===== src/rtl/core_pkg.sv =====
// rtl/core_pkg.sv - shared encodings, state enum and per-state control table for the multi-cycle core
package core_pkg;

  localparam logic [3:0] ALU_ADD  = 4'b0001;
  localparam logic [3:0] ALU_SUB  = 4'b0100;
  localparam logic [3:0] ALU_SLT  = 4'b0110;
  localparam logic [3:0] ALU_AND  = 4'b0111;
  localparam logic [3:0] ALU_OR   = 4'b1000;
  localparam logic [3:0] ALU_BEQ  = 4'b1001;
  localparam logic [3:0] ALU_BNE  = 4'b1100;
  localparam logic [3:0] ALU_BLT  = 4'b1101;
  localparam logic [3:0] ALU_BGE  = 4'b1110;
  localparam logic [3:0] ALU_JALR = 4'b1111;

  localparam logic [6:0] OP_R      = 7'b0110011;
  localparam logic [6:0] OP_I      = 7'b0010011;
  localparam logic [6:0] OP_LOAD   = 7'b0000011;
  localparam logic [6:0] OP_STORE  = 7'b0100011;
  localparam logic [6:0] OP_BRANCH = 7'b1100011;
  localparam logic [6:0] OP_JAL    = 7'b1101111;
  localparam logic [6:0] OP_JALR   = 7'b1100111;

  localparam logic [2:0] F3_ADD  = 3'b000;
  localparam logic [2:0] F3_SLT  = 3'b010;
  localparam logic [2:0] F3_OR   = 3'b110;
  localparam logic [2:0] F3_AND  = 3'b111;
  localparam logic [2:0] F3_LW   = 3'b010;
  localparam logic [2:0] F3_SW   = 3'b010;
  localparam logic [2:0] F3_BEQ  = 3'b000;
  localparam logic [2:0] F3_BNE  = 3'b001;
  localparam logic [2:0] F3_BLT  = 3'b100;
  localparam logic [2:0] F3_BGE  = 3'b101;
  localparam logic [2:0] F3_JALR = 3'b000;

  localparam logic [6:0] F7_BASE = 7'b0000000;
  localparam logic [6:0] F7_ALT  = 7'b0100000;

  localparam logic [1:0] WB_ALU = 2'd0;
  localparam logic [1:0] WB_MEM = 2'd1;
  localparam logic [1:0] WB_PC4 = 2'd2;

  localparam logic [1:0] BSEL_RS2  = 2'd0;
  localparam logic [1:0] BSEL_IMM  = 2'd1;
  localparam logic [1:0] BSEL_FOUR = 2'd2;

  typedef enum logic [2:0] {
    S_IF   = 3'd0,
    S_ID   = 3'd1,
    S_EX   = 3'd2,
    S_MEM  = 3'd3,
    S_WB   = 3'd4,
    S_TRAP = 3'd5
  } state_t;

  typedef enum logic [2:0] {
    C_R      = 3'd0,
    C_I      = 3'd1,
    C_LOAD   = 3'd2,
    C_STORE  = 3'd3,
    C_BRANCH = 3'd4,
    C_JAL    = 3'd5,
    C_JALR   = 3'd6,
    C_ILL    = 3'd7
  } iclass_t;

  typedef struct packed {
    logic       mem_req;
    logic       mem_we;
    logic       mem_addr_sel;
    logic [3:0] aluctl;
    logic       alu_a_sel;
    logic [1:0] alu_b_sel;
    logic       pc_we;
    logic       rf_we;
    logic [1:0] wb_sel;
  } ctl_t;

  localparam ctl_t CTL_IDLE = '{
    mem_req:      1'b0,
    mem_we:       1'b0,
    mem_addr_sel: 1'b0,
    aluctl:       ALU_ADD,
    alu_a_sel:    1'b0,
    alu_b_sel:    BSEL_RS2,
    pc_we:        1'b0,
    rf_we:        1'b0,
    wb_sel:       WB_ALU
  };

  // Control word that is valid while the FSM sits in state s with instruction class c.
  function automatic ctl_t ctl_for(input state_t s, input iclass_t c,
                                   input logic [3:0] op_alu, input logic rd_nz);
    ctl_t k;
    k = CTL_IDLE;
    case (s)
      S_IF: k.mem_req = 1'b1;
      S_EX: begin
        case (c)
          C_R: k.aluctl = op_alu;
          C_I: begin
            k.aluctl    = op_alu;
            k.alu_b_sel = BSEL_IMM;
          end
          C_LOAD, C_STORE: k.alu_b_sel = BSEL_IMM;
          C_BRANCH: begin
            k.aluctl    = op_alu;
            k.alu_a_sel = 1'b1;
            k.alu_b_sel = BSEL_IMM;
            k.pc_we     = 1'b1;
          end
          C_JAL, C_JALR: begin
            k.aluctl    = op_alu;
            k.alu_a_sel = (c == C_JAL);
            k.alu_b_sel = BSEL_IMM;
            k.pc_we     = 1'b1;
            k.rf_we     = rd_nz;
            k.wb_sel    = WB_PC4;
          end
          default: k = CTL_IDLE;
        endcase
      end
      S_MEM: begin
        k.mem_req      = 1'b1;
        k.mem_addr_sel = 1'b1;
        k.mem_we       = (c == C_STORE);
      end
      S_WB: begin
        k.rf_we  = rd_nz;
        k.wb_sel = (c == C_LOAD) ? WB_MEM : WB_ALU;
      end
      default: k = CTL_IDLE;
    endcase
    return k;
  endfunction

endpackage


===== src/rtl/ctl_decode.sv =====
// rtl/ctl_decode.sv - combinational instruction classifier and ALU operation decoder
module ctl_decode
  import core_pkg::*;
(
  input  logic [6:0] opcode,
  input  logic [2:0] funct3,
  input  logic [6:0] funct7,
  output logic [2:0] cls,
  output logic [3:0] aluctl,
  output logic       illegal
);

  iclass_t c;

  always_comb begin
    c      = C_ILL;
    aluctl = ALU_ADD;
    case (opcode)
      OP_R: begin
        if (funct7 == F7_BASE) begin
          case (funct3)
            F3_ADD: begin c = C_R; aluctl = ALU_ADD; end
            F3_SLT: begin c = C_R; aluctl = ALU_SLT; end
            F3_OR:  begin c = C_R; aluctl = ALU_OR;  end
            F3_AND: begin c = C_R; aluctl = ALU_AND; end
            default: c = C_ILL;
          endcase
        end else if (funct7 == F7_ALT && funct3 == F3_ADD) begin
          c      = C_R;
          aluctl = ALU_SUB;
        end
      end
      OP_I: begin
        case (funct3)
          F3_ADD: begin c = C_I; aluctl = ALU_ADD; end
          F3_SLT: begin c = C_I; aluctl = ALU_SLT; end
          F3_OR:  begin c = C_I; aluctl = ALU_OR;  end
          F3_AND: begin c = C_I; aluctl = ALU_AND; end
          default: c = C_ILL;
        endcase
      end
      OP_LOAD:  if (funct3 == F3_LW) c = C_LOAD;
      OP_STORE: if (funct3 == F3_SW) c = C_STORE;
      OP_BRANCH: begin
        case (funct3)
          F3_BEQ: begin c = C_BRANCH; aluctl = ALU_BEQ; end
          F3_BNE: begin c = C_BRANCH; aluctl = ALU_BNE; end
          F3_BLT: begin c = C_BRANCH; aluctl = ALU_BLT; end
          F3_BGE: begin c = C_BRANCH; aluctl = ALU_BGE; end
          default: c = C_ILL;
        endcase
      end
      OP_JAL: c = C_JAL;
      OP_JALR: begin
        if (funct3 == F3_JALR) begin
          c      = C_JALR;
          aluctl = ALU_JALR;
        end
      end
      default: c = C_ILL;
    endcase
  end

  assign cls     = c;
  assign illegal = (c == C_ILL);

endmodule


===== src/rtl/multicycle_ctrl.sv =====
// rtl/multicycle_ctrl.sv - IF/ID/EX/MEM/WB control sequencer driving the ALU and datapath selects
module multicycle_ctrl
  import core_pkg::*;
#(
  parameter bit RESET_STATE_TRAP = 1'b0
) (
  input  logic        clk,
  input  logic        rst_n,
  input  logic [31:0] mem_rdata,
  input  logic        mem_ready,
  output logic        mem_req,
  output logic        mem_we,
  output logic        mem_addr_sel,
  output logic [31:0] ir,
  output logic [3:0]  ALUctl,
  output logic        alu_a_sel,
  output logic [1:0]  alu_b_sel,
  output logic        pc_inc,
  output logic        pc_we,
  output logic        rf_we,
  output logic [1:0]  wb_sel,
  output logic        illegal
);

  state_t     state;
  ctl_t       ctl;
  logic [2:0] dec_cls_raw;
  iclass_t    dec_cls;
  logic [3:0] dec_alu;
  logic       dec_illegal;
  logic [6:0] dec_op;
  logic [2:0] dec_f3;
  logic [6:0] dec_f7;
  logic       rd_nz;
  logic       fetch_done;

  // While fetching, decode the incoming word so the ID-cycle illegal flag can be registered.
  assign dec_op = (state == S_IF) ? mem_rdata[6:0]   : ir[6:0];
  assign dec_f3 = (state == S_IF) ? mem_rdata[14:12] : ir[14:12];
  assign dec_f7 = (state == S_IF) ? mem_rdata[31:25] : ir[31:25];

  ctl_decode u_decode (
    .opcode  (dec_op),
    .funct3  (dec_f3),
    .funct7  (dec_f7),
    .cls     (dec_cls_raw),
    .aluctl  (dec_alu),
    .illegal (dec_illegal)
  );

  assign dec_cls    = iclass_t'(dec_cls_raw);
  assign rd_nz      = (ir[11:7] != 5'd0);
  assign fetch_done = (state == S_IF) && ctl.mem_req && mem_ready;

  always_ff @(posedge clk or negedge rst_n) begin
    if (!rst_n) begin
      state   <= S_IF;
      ir      <= '0;
      illegal <= 1'b0;
      ctl     <= CTL_IDLE;
    end else begin
      case (state)
        S_IF: begin
          if (fetch_done) begin
            ir      <= mem_rdata;
            illegal <= dec_illegal;
            state   <= S_ID;
            ctl     <= CTL_IDLE;
          end else begin
            ctl <= ctl_for(S_IF, dec_cls, dec_alu, rd_nz);
          end
        end
        S_ID: begin
          if (illegal) begin
            if (RESET_STATE_TRAP) begin
              state <= S_TRAP;
              ctl   <= CTL_IDLE;
            end else begin
              illegal <= 1'b0;
              state   <= S_IF;
              ctl     <= ctl_for(S_IF, dec_cls, dec_alu, rd_nz);
            end
          end else begin
            state <= S_EX;
            ctl   <= ctl_for(S_EX, dec_cls, dec_alu, rd_nz);
          end
        end
        S_EX: begin
          case (dec_cls)
            C_R, C_I: begin
              state <= S_WB;
              ctl   <= ctl_for(S_WB, dec_cls, dec_alu, rd_nz);
            end
            C_LOAD, C_STORE: begin
              state <= S_MEM;
              ctl   <= ctl_for(S_MEM, dec_cls, dec_alu, rd_nz);
            end
            default: begin
              state <= S_IF;
              ctl   <= ctl_for(S_IF, dec_cls, dec_alu, rd_nz);
            end
          endcase
        end
        S_MEM: begin
          // Request/address/write-enable stay untouched until the memory accepts.
          if (mem_ready) begin
            if (dec_cls == C_LOAD) begin
              state <= S_WB;
              ctl   <= ctl_for(S_WB, dec_cls, dec_alu, rd_nz);
            end else begin
              state <= S_IF;
              ctl   <= ctl_for(S_IF, dec_cls, dec_alu, rd_nz);
            end
          end
        end
        S_WB: begin
          state <= S_IF;
          ctl   <= ctl_for(S_IF, dec_cls, dec_alu, rd_nz);
        end
        S_TRAP: begin
          state <= S_TRAP;
          ctl   <= CTL_IDLE;
        end
        default: begin
          state <= S_IF;
          ctl   <= CTL_IDLE;
        end
      endcase
    end
  end

  assign mem_req      = ctl.mem_req;
  assign mem_we       = ctl.mem_we;
  assign mem_addr_sel = ctl.mem_addr_sel;
  assign ALUctl       = ctl.aluctl;
  assign alu_a_sel    = ctl.alu_a_sel;
  assign alu_b_sel    = ctl.alu_b_sel;
  assign pc_we        = ctl.pc_we;
  assign rf_we        = ctl.rf_we;
  assign wb_sel       = ctl.wb_sel;
  assign pc_inc       = fetch_done;

endmodule


===== config.mk =====
export PLATFORM = sky130hd
export DESIGN_NAME = multicycle_ctrl
export DESIGN_NICKNAME = d
export VERILOG_FILES = /design/src/rtl/core_pkg.sv /design/src/rtl/ctl_decode.sv /design/src/rtl/multicycle_ctrl.sv
export SDC_FILE = /design/constraint.sdc
export NUM_CORES = 1
export LEC_CHECK = 0
export BUFFER_PORTS_ARGS = -buffer_cell sky130_fd_sc_hd__buf_2
export CAP_MARGIN = 20
export CORE_MARGIN = 10
export CORE_UTILIZATION = 56
export DETAILED_ROUTE_END_ITERATION = 6
export PLACE_DENSITY = 0.9
export SYNTH_ARGS = -nofsm -noshare
export SYNTH_HDL_FRONTEND = slang
export SYNTH_SLANG_ARGS = --single-unit

===== constraint.sdc =====
create_clock -name clk -period 4.4 [get_ports clk]
set_input_delay 0.22 -clock clk [delete_from_list [all_inputs] [get_ports clk]]
set_output_delay 0.22 -clock clk [all_outputs]
set_load 0.005 [all_outputs]

Word level (Yosys, flattened, before mapping) --
Cells that the tools add are included.
Cells by class: muxes and demuxes 38, equal/unequal tests 28, reduce and logical (&&, ||, !) cells 20
Operator list (count):
- $pmux 14 s5 | 1
- $mux 14 | 4
- $mux 3 | 12
- $pmux 4 s4 | 2
- $eq 3x3->1 const B | 10
- $pmux 14 s2 | 1
- $eq 7x6->1 const B | 3
- $eq 7x7->1 const B | 3
- $pmux 3 s7 | 1
- $eq 3x2->1 const B | 5
- $pmux 3 s5 | 1
- $mux 7 | 2
- $mux 4 | 3
- $pmux 4 s3 | 1
- $eq 3x1->1 const B | 3
- $logic_not 3->1 | 3
- $reduce_or 4->1 | 2
- $eq 7x2->1 const B | 1
- $eq 7x5->1 const B | 1
- $logic_not 7->1 | 1
- $pmux 3 s2 | 1
- $reduce_and 2->1 | 3
- $reduce_or 2->1 | 3
- $reduce_or 6->1 | 1
- 9 further kinds | 18
Storage, ports and cells: input bits 35, word-level logic and storage cells 98, output and inout bits 48, register bits after elaboration 50

Longest topological paths before layout --
Gate-level depths: netlist (run 1).
depth in word-level cells 12, mapped depth 11

Cells and area by module --
From an unflattened synthesis (run 1), not the netlist that was laid out.
Unflattened totals: cell total of the unflattened synthesis 244, area, all modules 2720.1 µm²
Modules (own cells, without submodules):
- multicycle_ctrl | area an instance 2282.2 µm², sequential area each 1227.4 µm², cells each 176, times used 1
- ctl_decode | area an instance 437.9 µm², sequential area each 0.0 µm², cells each 68, times used 1

Worst setup path after synthesis (run 1) --
No wires, ideal clock.
path type reg2reg, from reg state[1], to reg illegal, buffers on the path 3, arrival time 2.563 ns, stages on the path, launching flop included 10, data required time 4.276 ns, path slack 1.713 ns, setup time 0.124 ns, period minus slack after synthesis 2.687 ns, path through dfrtp_1 > buf_6 > or3_4 > buf_6 > o41ai_4 > o31ai_1 > or4b_1 > buf_4 > and3b_1 > o31a_1
On the way: cells in the longest elaborated chain, start to end 10, elaborated cells between the ends (all ways) 41, classes of those cells eq/ne: 17; mux: 14; reduce/logical: 10
Ends and longest elaborated chain:
- start: declaration | line multicycle_ctrl.sv:25 | state_t state;
- start signal: assignment | line multicycle_ctrl.sv:57 | state <= S_IF;
- start signal: assignment | line multicycle_ctrl.sv:67 | state <= S_ID;
- start signal: assignment | line multicycle_ctrl.sv:76 | state <= S_TRAP;
- $logic_not 3->1
- $mux 3 or $mux 7 (tied branches) | line multicycle_ctrl.sv:39, multicycle_ctrl.sv:40
- $eq 3x3->1, or another cell as far along | line ctl_decode.sv:21, ctl_decode.sv:34
- $reduce_or 4->1 (no line) or $logic_and 1x1->1 (tied branches)
- $mux 3 (on tied branches) | line ctl_decode.sv:21, ctl_decode.sv:28
- $mux 3 | line ctl_decode.sv:20 | if (funct7 == F7_BASE) begin
- $pmux 3 s7 | line ctl_decode.sv:18 | case (opcode)
- $eq 3x3->1 | line ctl_decode.sv:65 | assign illegal = (c == C_ILL);
- $mux 1 | line multicycle_ctrl.sv:64 | if (fetch_done) begin
- $pmux 1 s2 | line multicycle_ctrl.sv:62 | case (state)
- end signal: assignment | line multicycle_ctrl.sv:66 | illegal <= dec_illegal;
- end: declaration | line multicycle_ctrl.sv:22 | output logic illegal
Several ways; a longest one is shown, not always the timed one. The select of a mux whose other input is x is not followed. A chain may end at the register's enable or synchronous reset.

Final worst setup path (run 1) --
from reg state[1], to reg state[0]
On the way: cells in the longest elaborated chain, start to end 11, elaborated cells between the ends (all ways) 49, classes of those cells eq/ne: 23; mux: 14; reduce/logical: 12
Ends and longest elaborated chain:
- $logic_not 3->1
- $mux 3 or $mux 7 (tied branches) | line multicycle_ctrl.sv:39, multicycle_ctrl.sv:40
- $eq 3x3->1, or another cell as far along | line ctl_decode.sv:21, ctl_decode.sv:34
- $reduce_or 4->1 (no line) or $logic_and 1x1->1 (tied branches)
- $mux 3 (on tied branches) | line ctl_decode.sv:21, ctl_decode.sv:28
- $mux 3 | line ctl_decode.sv:20
- $pmux 3 s7 | line ctl_decode.sv:18
- $eq 3x2->1, or another cell as far along | line multicycle_ctrl.sv:89 | case (dec_cls)
- $reduce_or 2->1 (on tied branches)
- $pmux 3 s2 | line multicycle_ctrl.sv:89
- $pmux 3 s5 | line multicycle_ctrl.sv:62
Several ways; a longest one is shown, not always the timed one.

==> out/metrics.yaml, run 1 <==
floorplan:
  start_util: 0.5880
  ios: 83
  die_w_um: 90.89
  dieArea_sq_um: 8260
  die_y_um: 90.89
  rows: 25
  core_sq_um: 4786
routing:
  detail-route-antenna-nets: 0
  wirelength_mm: 7.582
  dr.pass1.iters: 5
  drt-initial-drc-count: 354
  vias: 2584
  wl_per_cell_um: 17.76
  drc_errors: 0
  routed_via_density: 6.052
synthesis:
  ys_ff_latch: 49
  avgSynthCellArea_sq_um: 9.979
  synth-edff-count: 0
  yosysWarnings: 0
  synth_cell_type_count: 62
  synthCells: 282
  synth_nets: 317
  syn-cell-area_sq_um: 2814
  ys_seq_area_frac: 0.4362
  async_reset_ff_frac: 1.000
  synth-main-ff-cell: "dfrtp_1"
clocking:
  cts_sinks: 49
  htreeDepth: 2
  cts_setup_buffers: 0
  cts.clk_slew.worst_paths_ns: 0.09
  clock_latency_ns: 0.30
  cts_buffers: 5
  root_buffer: "clkbuf_8"
  cts_tree: "yes"
  cts_resized: 0
  clockBufferDepth: 2
global_route:
  grt_max_degree: 50
  grt_pass1_wl_mm: 12.75
  antenna_found_initial: 0
  overflow: 0
  track_usage: 0.1815
  grt_pass1_vias: 2653
cells_and_area:
  syn2layout_area_growth_pct: 19.61
  layout_common_cells: "81 x buf_2, 48 x dfrtp_1, 36 x nand2_1"
  drive_gt1_frac: 0.3667
  num_antenna_cells: 0
  fin_nets: 394
  final_common_cell: "buf_2"
  stdcell_count: 427
  fillers: 374
sta:
  fin_skew_ns: 0.006580
  setup_tns_ns: 0
  slew_headroom: 0.4844
  tightest_slew_ns: 0.7692
  setup_viol: 0
  fin_crit_ns: 3.357
  period_share: 0.7631
  fmax_mhz: 297.8
  drv_slew: 0
  hold_viol_final: 0
  rsz0062_at_grt: "no"
placed_design:
  hpwlAfterDp_mm: 5.729
  dpl.cell_count: 417
  gp_congestion: 1.021
  io_buffer_count: 81
critical_path:
  crit_required_ns: 4.63
  crit_chain: "nor3_2 -> nand2_1 -> o211a_1 -> nor4_4 -> or4b_1 -> nand4_1 -> a311o_1 -> o21ai_1"
  endpoint_kind: "register"
  critPathKind: "register to register"
  r2r-end: "state[0]"
  reg2regPathDepth: 8
  max_stage_delay_ns: 0.73
  arrival_ns: 3.59
  path_max_fanout: 18
  cp-start-kind: "register"
  rrSetupSlack_ns: 1.04
  timing.rr.start: "state[1]"
  cp_slowest_cell: "nor3_2"
worst_hold_path:
  min_from: "mem_rdata[15]"
  hold_depth: 2
  hold_end: "ir[15]"
  holdCritPathClass: "primary input to register"
run:
  maxCapViolCount: 0
power:
  powerDensity_nw_per_um2: 592.8
  leakagePower_nw: 1.511
  vdd_ir_drop_max_uv: 397.6
status:
  status: "finished, final reports clean"
[kinds of logic (layout without fill, tap and decap cells)]
family	Yosys count	after routing	synth area share
multiplexers	31	31	0.1236
other	1	1	0.001333
AND/OR/NAND/NOR	111	111	0.2245
flip-flops	49	49	0.4362
AO/OA/AOI/OAI	67	67	0.1712
XOR/XNOR	1	1	0.003113
buffers and inverters	22	100	0.04001
[Yosys cell counts, drive strengths merged (3+ instances only)]
cell type	n	share of area
a21o	3	0.0080
a21oi	7	0.012
buf	5	0.017
clkbuf	9	0.012
dfrtp	48	0.43
inv	8	0.011
mux2	30	0.12
nand2	36	0.048
nand2b	4	0.0089
nand3	5	0.0089
nand4	3	0.0067
nor2	19	0.025
nor2b	5	0.011
nor3	10	0.021
nor4	6	0.026
nor4b	3	0.0093
o2111ai	3	0.0093
o211ai	5	0.013
o21ai	22	0.039
or3	3	0.0084
or4	3	0.0080
[what timing repair did]
item                                    4_1_cts  5_1_grt
hold endpoints to repair                      0       10
endpoints found under the setup margin        0        0
hold buffers                                  0        1
[registers in the layout (all words and copies together) (netlist names), 2 cells and up]
name    count
ir         32
ALUctl      4
state       3
wb_sel      2
[metrics by stage]
step | setup WS (ns) | hold slack, ns | power [mW] | utilization | area [sq um]
6_report | 1.043 | 0.1425 | 1.995 | 0.7033 | 3366
5_1_grt | 0.7695 | 0.1407 | 2.139 | 0.7033 | 3366
4_1_cts | 1.145 | 0.1361 | 1.998 | 0.6970 | 3336
3_5_place_dp | 1.223 | 0.4558 | 1.694 | 0.6750 | 3231
3_3_place_gp | 1.324 | 0.4498 | 1.656 | 0.6750 | 3231
2_1_floorplan | 1.713 | -0.07559 | 1.363 | - | 2814
[worst max-delay path by stage]
stage | cells after the start | slack [ns] | to | startpoint
4_1_cts | 8 | 1.15 | state[0] | state[1]
2_1_floorplan | 9 | 1.71 | illegal | state[1]
5_1_grt | 8 | 0.77 | state[0] | state[1]
6_report | 8 | 1.04 | state[0] | state[1]
3_3_place_gp | 8 | 1.32 | rf_we | state[1]
3_5_place_dp | 8 | 1.22 | state[0] | state[1]
[per-layer routing]
layer / vias to the layer above / wire (um) / track usage
li1: 1200 / - / -
met1: 1213 / 2984 / 0.2157
met2: 157 / 3662 / 0.2999
met3: 14 / 841 / 0.07232
met4: 0 / 93 / 0.04308
met5: - / 0 / 0
[layout make-up]
cell class	instances	area [sq um]	area share
Inverter	8	30.03	0.008922
Timing Repair Buffer	84	442.9	0.1316
Sequential cell	49	1227	0.3647
Tap cell	67	83.83	0.02491
Clock inverter	1	8.758	0.002602
Multi-Input combinational cell	211	1476	0.4387
Clock buffer	7	96.34	0.02862
[power breakdown]
part / switching [mW] / internal [mW] / total [mW] / leakage, nW
clock network: 0.154 / 0.145 / 0.300 / 0.0549
logic: 0.456 / 0.424 / 0.880 / 0.850
registers: 0.192 / 0.623 / 0.815 / 0.606
[worst max-delay path, delay by kind of cell, from the launching register on]
family | cells | cell delay (ns)
AOI/OAI and AO/OA | 3 | 0.81
DFF | 1 | 0.59
and+or+nand+nor | 5 | 1.87
(Power assumes the default switching activity.)
==> run 2, diff against run 1 <==
--- a/config.mk
+++ b/config.mk
@@ -8,9 +8,9 @@
 export BUFFER_PORTS_ARGS = -buffer_cell sky130_fd_sc_hd__buf_2
 export CAP_MARGIN = 20
 export CORE_MARGIN = 10
-export CORE_UTILIZATION = 56
+export CORE_UTILIZATION = 47
 export DETAILED_ROUTE_END_ITERATION = 6
-export PLACE_DENSITY = 0.9
+export PLACE_DENSITY = 0.81
 export SYNTH_ARGS = -nofsm -noshare
 export SYNTH_HDL_FRONTEND = slang
 export SYNTH_SLANG_ARGS = --single-unit
==> constraint.sdc (replaced) <==
create_clock -name clk -period 2.7 [get_ports clk]
set_input_delay 0.135 -clock clk [delete_from_list [all_inputs] [get_ports clk]]
set_output_delay 0.135 -clock clk [all_outputs]
set_load 0.005 [all_outputs]
==> out/metrics.yaml, run 2 (same netlist as run 1, synthesis figures left out) <==
routing:
  wirelength_mm: 8.173  # +7.8%
  vias: 2641  # +2.2%
  wl_per_cell_um: 17.50  # -1.4%
  drc_errors: 0  # unchanged
  detail-route-antenna-nets: 0  # unchanged
  routed_via_density: 5.655  # -6.5%
  drt-initial-drc-count: 167  # -53%
  dr.pass1.iters: 5  # unchanged
sta:
  rsz0062_at_grt: "yes"
  fin_crit_ns: 2.713  # -0.6448 ns
  layout_setup_ws_ns: -0.01260  # -1.055 ns
  drv_slew: 0  # unchanged
  fmax_mhz: 368.7  # +24%
  period_share: 1.005  # +0.2416
  hold_viol_final: 0  # unchanged
  fin_skew_ns: 0.004686  # -0.001894 ns
  slew_headroom: 0.6675  # +0.1831
  timing.hold.ws_ns: 0.05546  # -0.08705 ns
  setup_viol: 2  # +2
  tightest_slew_ns: 0.4925  # -0.2767 ns
global_route:
  track_usage: 0.1625  # -0.01900
  grt_util_met1: 0.1987  # -0.01698
  grt_max_degree: 50  # unchanged
  antenna_found_initial: 0  # unchanged
  busiest_layer: "met2"
  grt_pass1_vias: 2765  # +4.2%
  grt_pass1_wl_mm: 13.37  # +4.8%
  overflow: 0  # unchanged
  grtUsageMet3: 0.06401  # -0.008308
  met2_usage: 0.2586  # -0.04132
cells_and_area:
  layout_common_cells: "81 x buf_2, 48 x dfrtp_1, 36 x nand2_1"
  largest_register_ffs: 32  # unchanged
  top_register: "ir"
  fin_nets: 426  # +8.1%
  fin_util: 0.6394  # -0.06383
  fillers: 472  # +26%
  num_antenna_cells: 0  # unchanged
  drive_gt1_frac: 0.4413  # +0.07466
  final_common_cell: "buf_2"
  syn2layout_area_growth_pct: 32.95
power:
  powerDensity_nw_per_um2: 998.7  # +68%
  switching_share: 0.3810  # -0.02147
  vdd_ir_drop_max_uv: 631.5  # +59%
  clkPwrFrac: 0.170  # +0.020
  p_seq_frac: 0.340  # -0.069
  leakagePower_nw: 1.712  # +13%
  total_power_mw: 3.736  # +87%
  p_sw_mw: 1.424  # +77%
  combPwrFrac: 0.490  # +0.049
  power.internal_mw: 2.313  # +94%
run:
  maxCapViolCount: 0  # unchanged
critical_path:
  crit_chain: "or3_4 -> buf_4 -> o41ai_4 -> o31ai_2 -> or4b_1 -> buf_4 -> a211o_1 -> nand2_1"
  critPathKind: "register to register"
  crit_required_ns: 2.95  # -1.68 ns
  endpoint_kind: "register"
  arrival_ns: 2.96  # -0.63 ns
  cpMostUsedCell: "buf_4"
  max_stage_delay_ns: 0.58  # -0.15 ns
  path_max_fanout: 7  # -11
  cpLargestDelayFamily: "simple AND/OR/NAND/NOR gates"
  cp-start-kind: "register"
  cp_slowest_cell: "or4b_1"
  worst-path-buf-inv: 2  # +2
status:
  violations: "setup timing"
  status: "finished, violations left"
clocking:
  cts_buffers: 5  # unchanged
  clockBufferDepth: 2  # unchanged
  cts_tree: "yes"
  cts_sinks: 49  # unchanged
  clock_latency_ns: 0.30  # about the same
  cts.clk_slew.worst_paths_ns: 0.10  # about the same
  htreeDepth: 2  # unchanged
  root_buffer: "clkbuf_8"
placed_design:
  hpwlAfterDp_mm: 6.178  # +7.8%
  io_buffer_count: 81  # unchanged
  gp_congestion: 0.9363  # -8.3%
  pre_cts_slack_ns: -0.07160  # -1.295 ns
floorplan:
  dieArea_sq_um: 9482  # +15%
  die_w_um: 97.38  # +7.1%
  start_util: 0.4810  # -0.1070
  rows: 28  # +12%
  die_y_um: 97.38  # +7.1%
  ios: 83  # unchanged
  core_sq_um: 5851  # +22%
worst_hold_path:
  holdCritPathClass: "primary input to register"
## run 2: cell count changes in the layout (fill, tap and decap cells not counted), sizes merged
cell    before  now
buf         83  115
bufinv       0    2
clkbuf       7    5
## run 2: power groups by stage
stage | logic (mW) | registers, mW | clock network, mW
detailed placement | 1.75 | 1.25 | 0
floorplan | 0.947 | 1.27 | 0
global route | 2.02 | 1.31 | 0.667
CTS | 1.77 | 1.26 | 0.640
global placement | 1.71 | 1.24 | 0
finish | 1.83 | 1.27 | 0.634
## run 2: final timing paths
kind                                  end         start  slack [ns]  depth (start not counted)
worst min register to register  ALUctl[0]     ALUctl[0]        0.47                          2
worst max register to register      rf_we      state[0]       -0.01                          8
worst min-delay path                ir[8]  mem_rdata[8]        0.06                          2
worst max-delay path                rf_we      state[0]       -0.01                          8
min in group asynchronous          ir[18]         rst_n        0.33                          2
max in group asynchronous          ir[20]         rst_n        1.85                          3
## run 2: final cells by class
cell class	instances	area, sq um	area share
Multi-Input combinational cell	211	1553	0.4151
Sequential cell	49	1227	0.3281
Timing Repair Buffer	116	699.4	0.1870
Tap cell	75	93.84	0.02508
Clock buffer	5	68.82	0.01839
Clock inverter	3	68.82	0.01839
Inverter	8	30.03	0.008027
## run 2: stage by stage
step / cell area (sq um) / TNS (ns) / instances
floorplan: 2814 / 0 / 282
global placement: 3456 / 0 / 452
detailed placement: 3456 / -0.1269 / 452
CTS: 3622 / -0.005421 / 461
global route: 3741 / -0.3815 / 467
finish: 3741 / -0.01894 / 467
## run 2: repair_timing
item                       4_1_cts  5_1_grt
setup buffers                    1        4
hold buffers                     0        1
pin swaps                        1        9
hold endpoints to repair         0       20
setup endpoints to repair        4       11
resized for setup                5       10
## run 2: layer usage
metal  wire length [um]  vias up  part of all wire
met5                  0        -                 0
met4                153        0             0.019
met3                767       17             0.094
met2               3740      116              0.46
met1               3511     1244              0.43
li1                   -     1264                 -
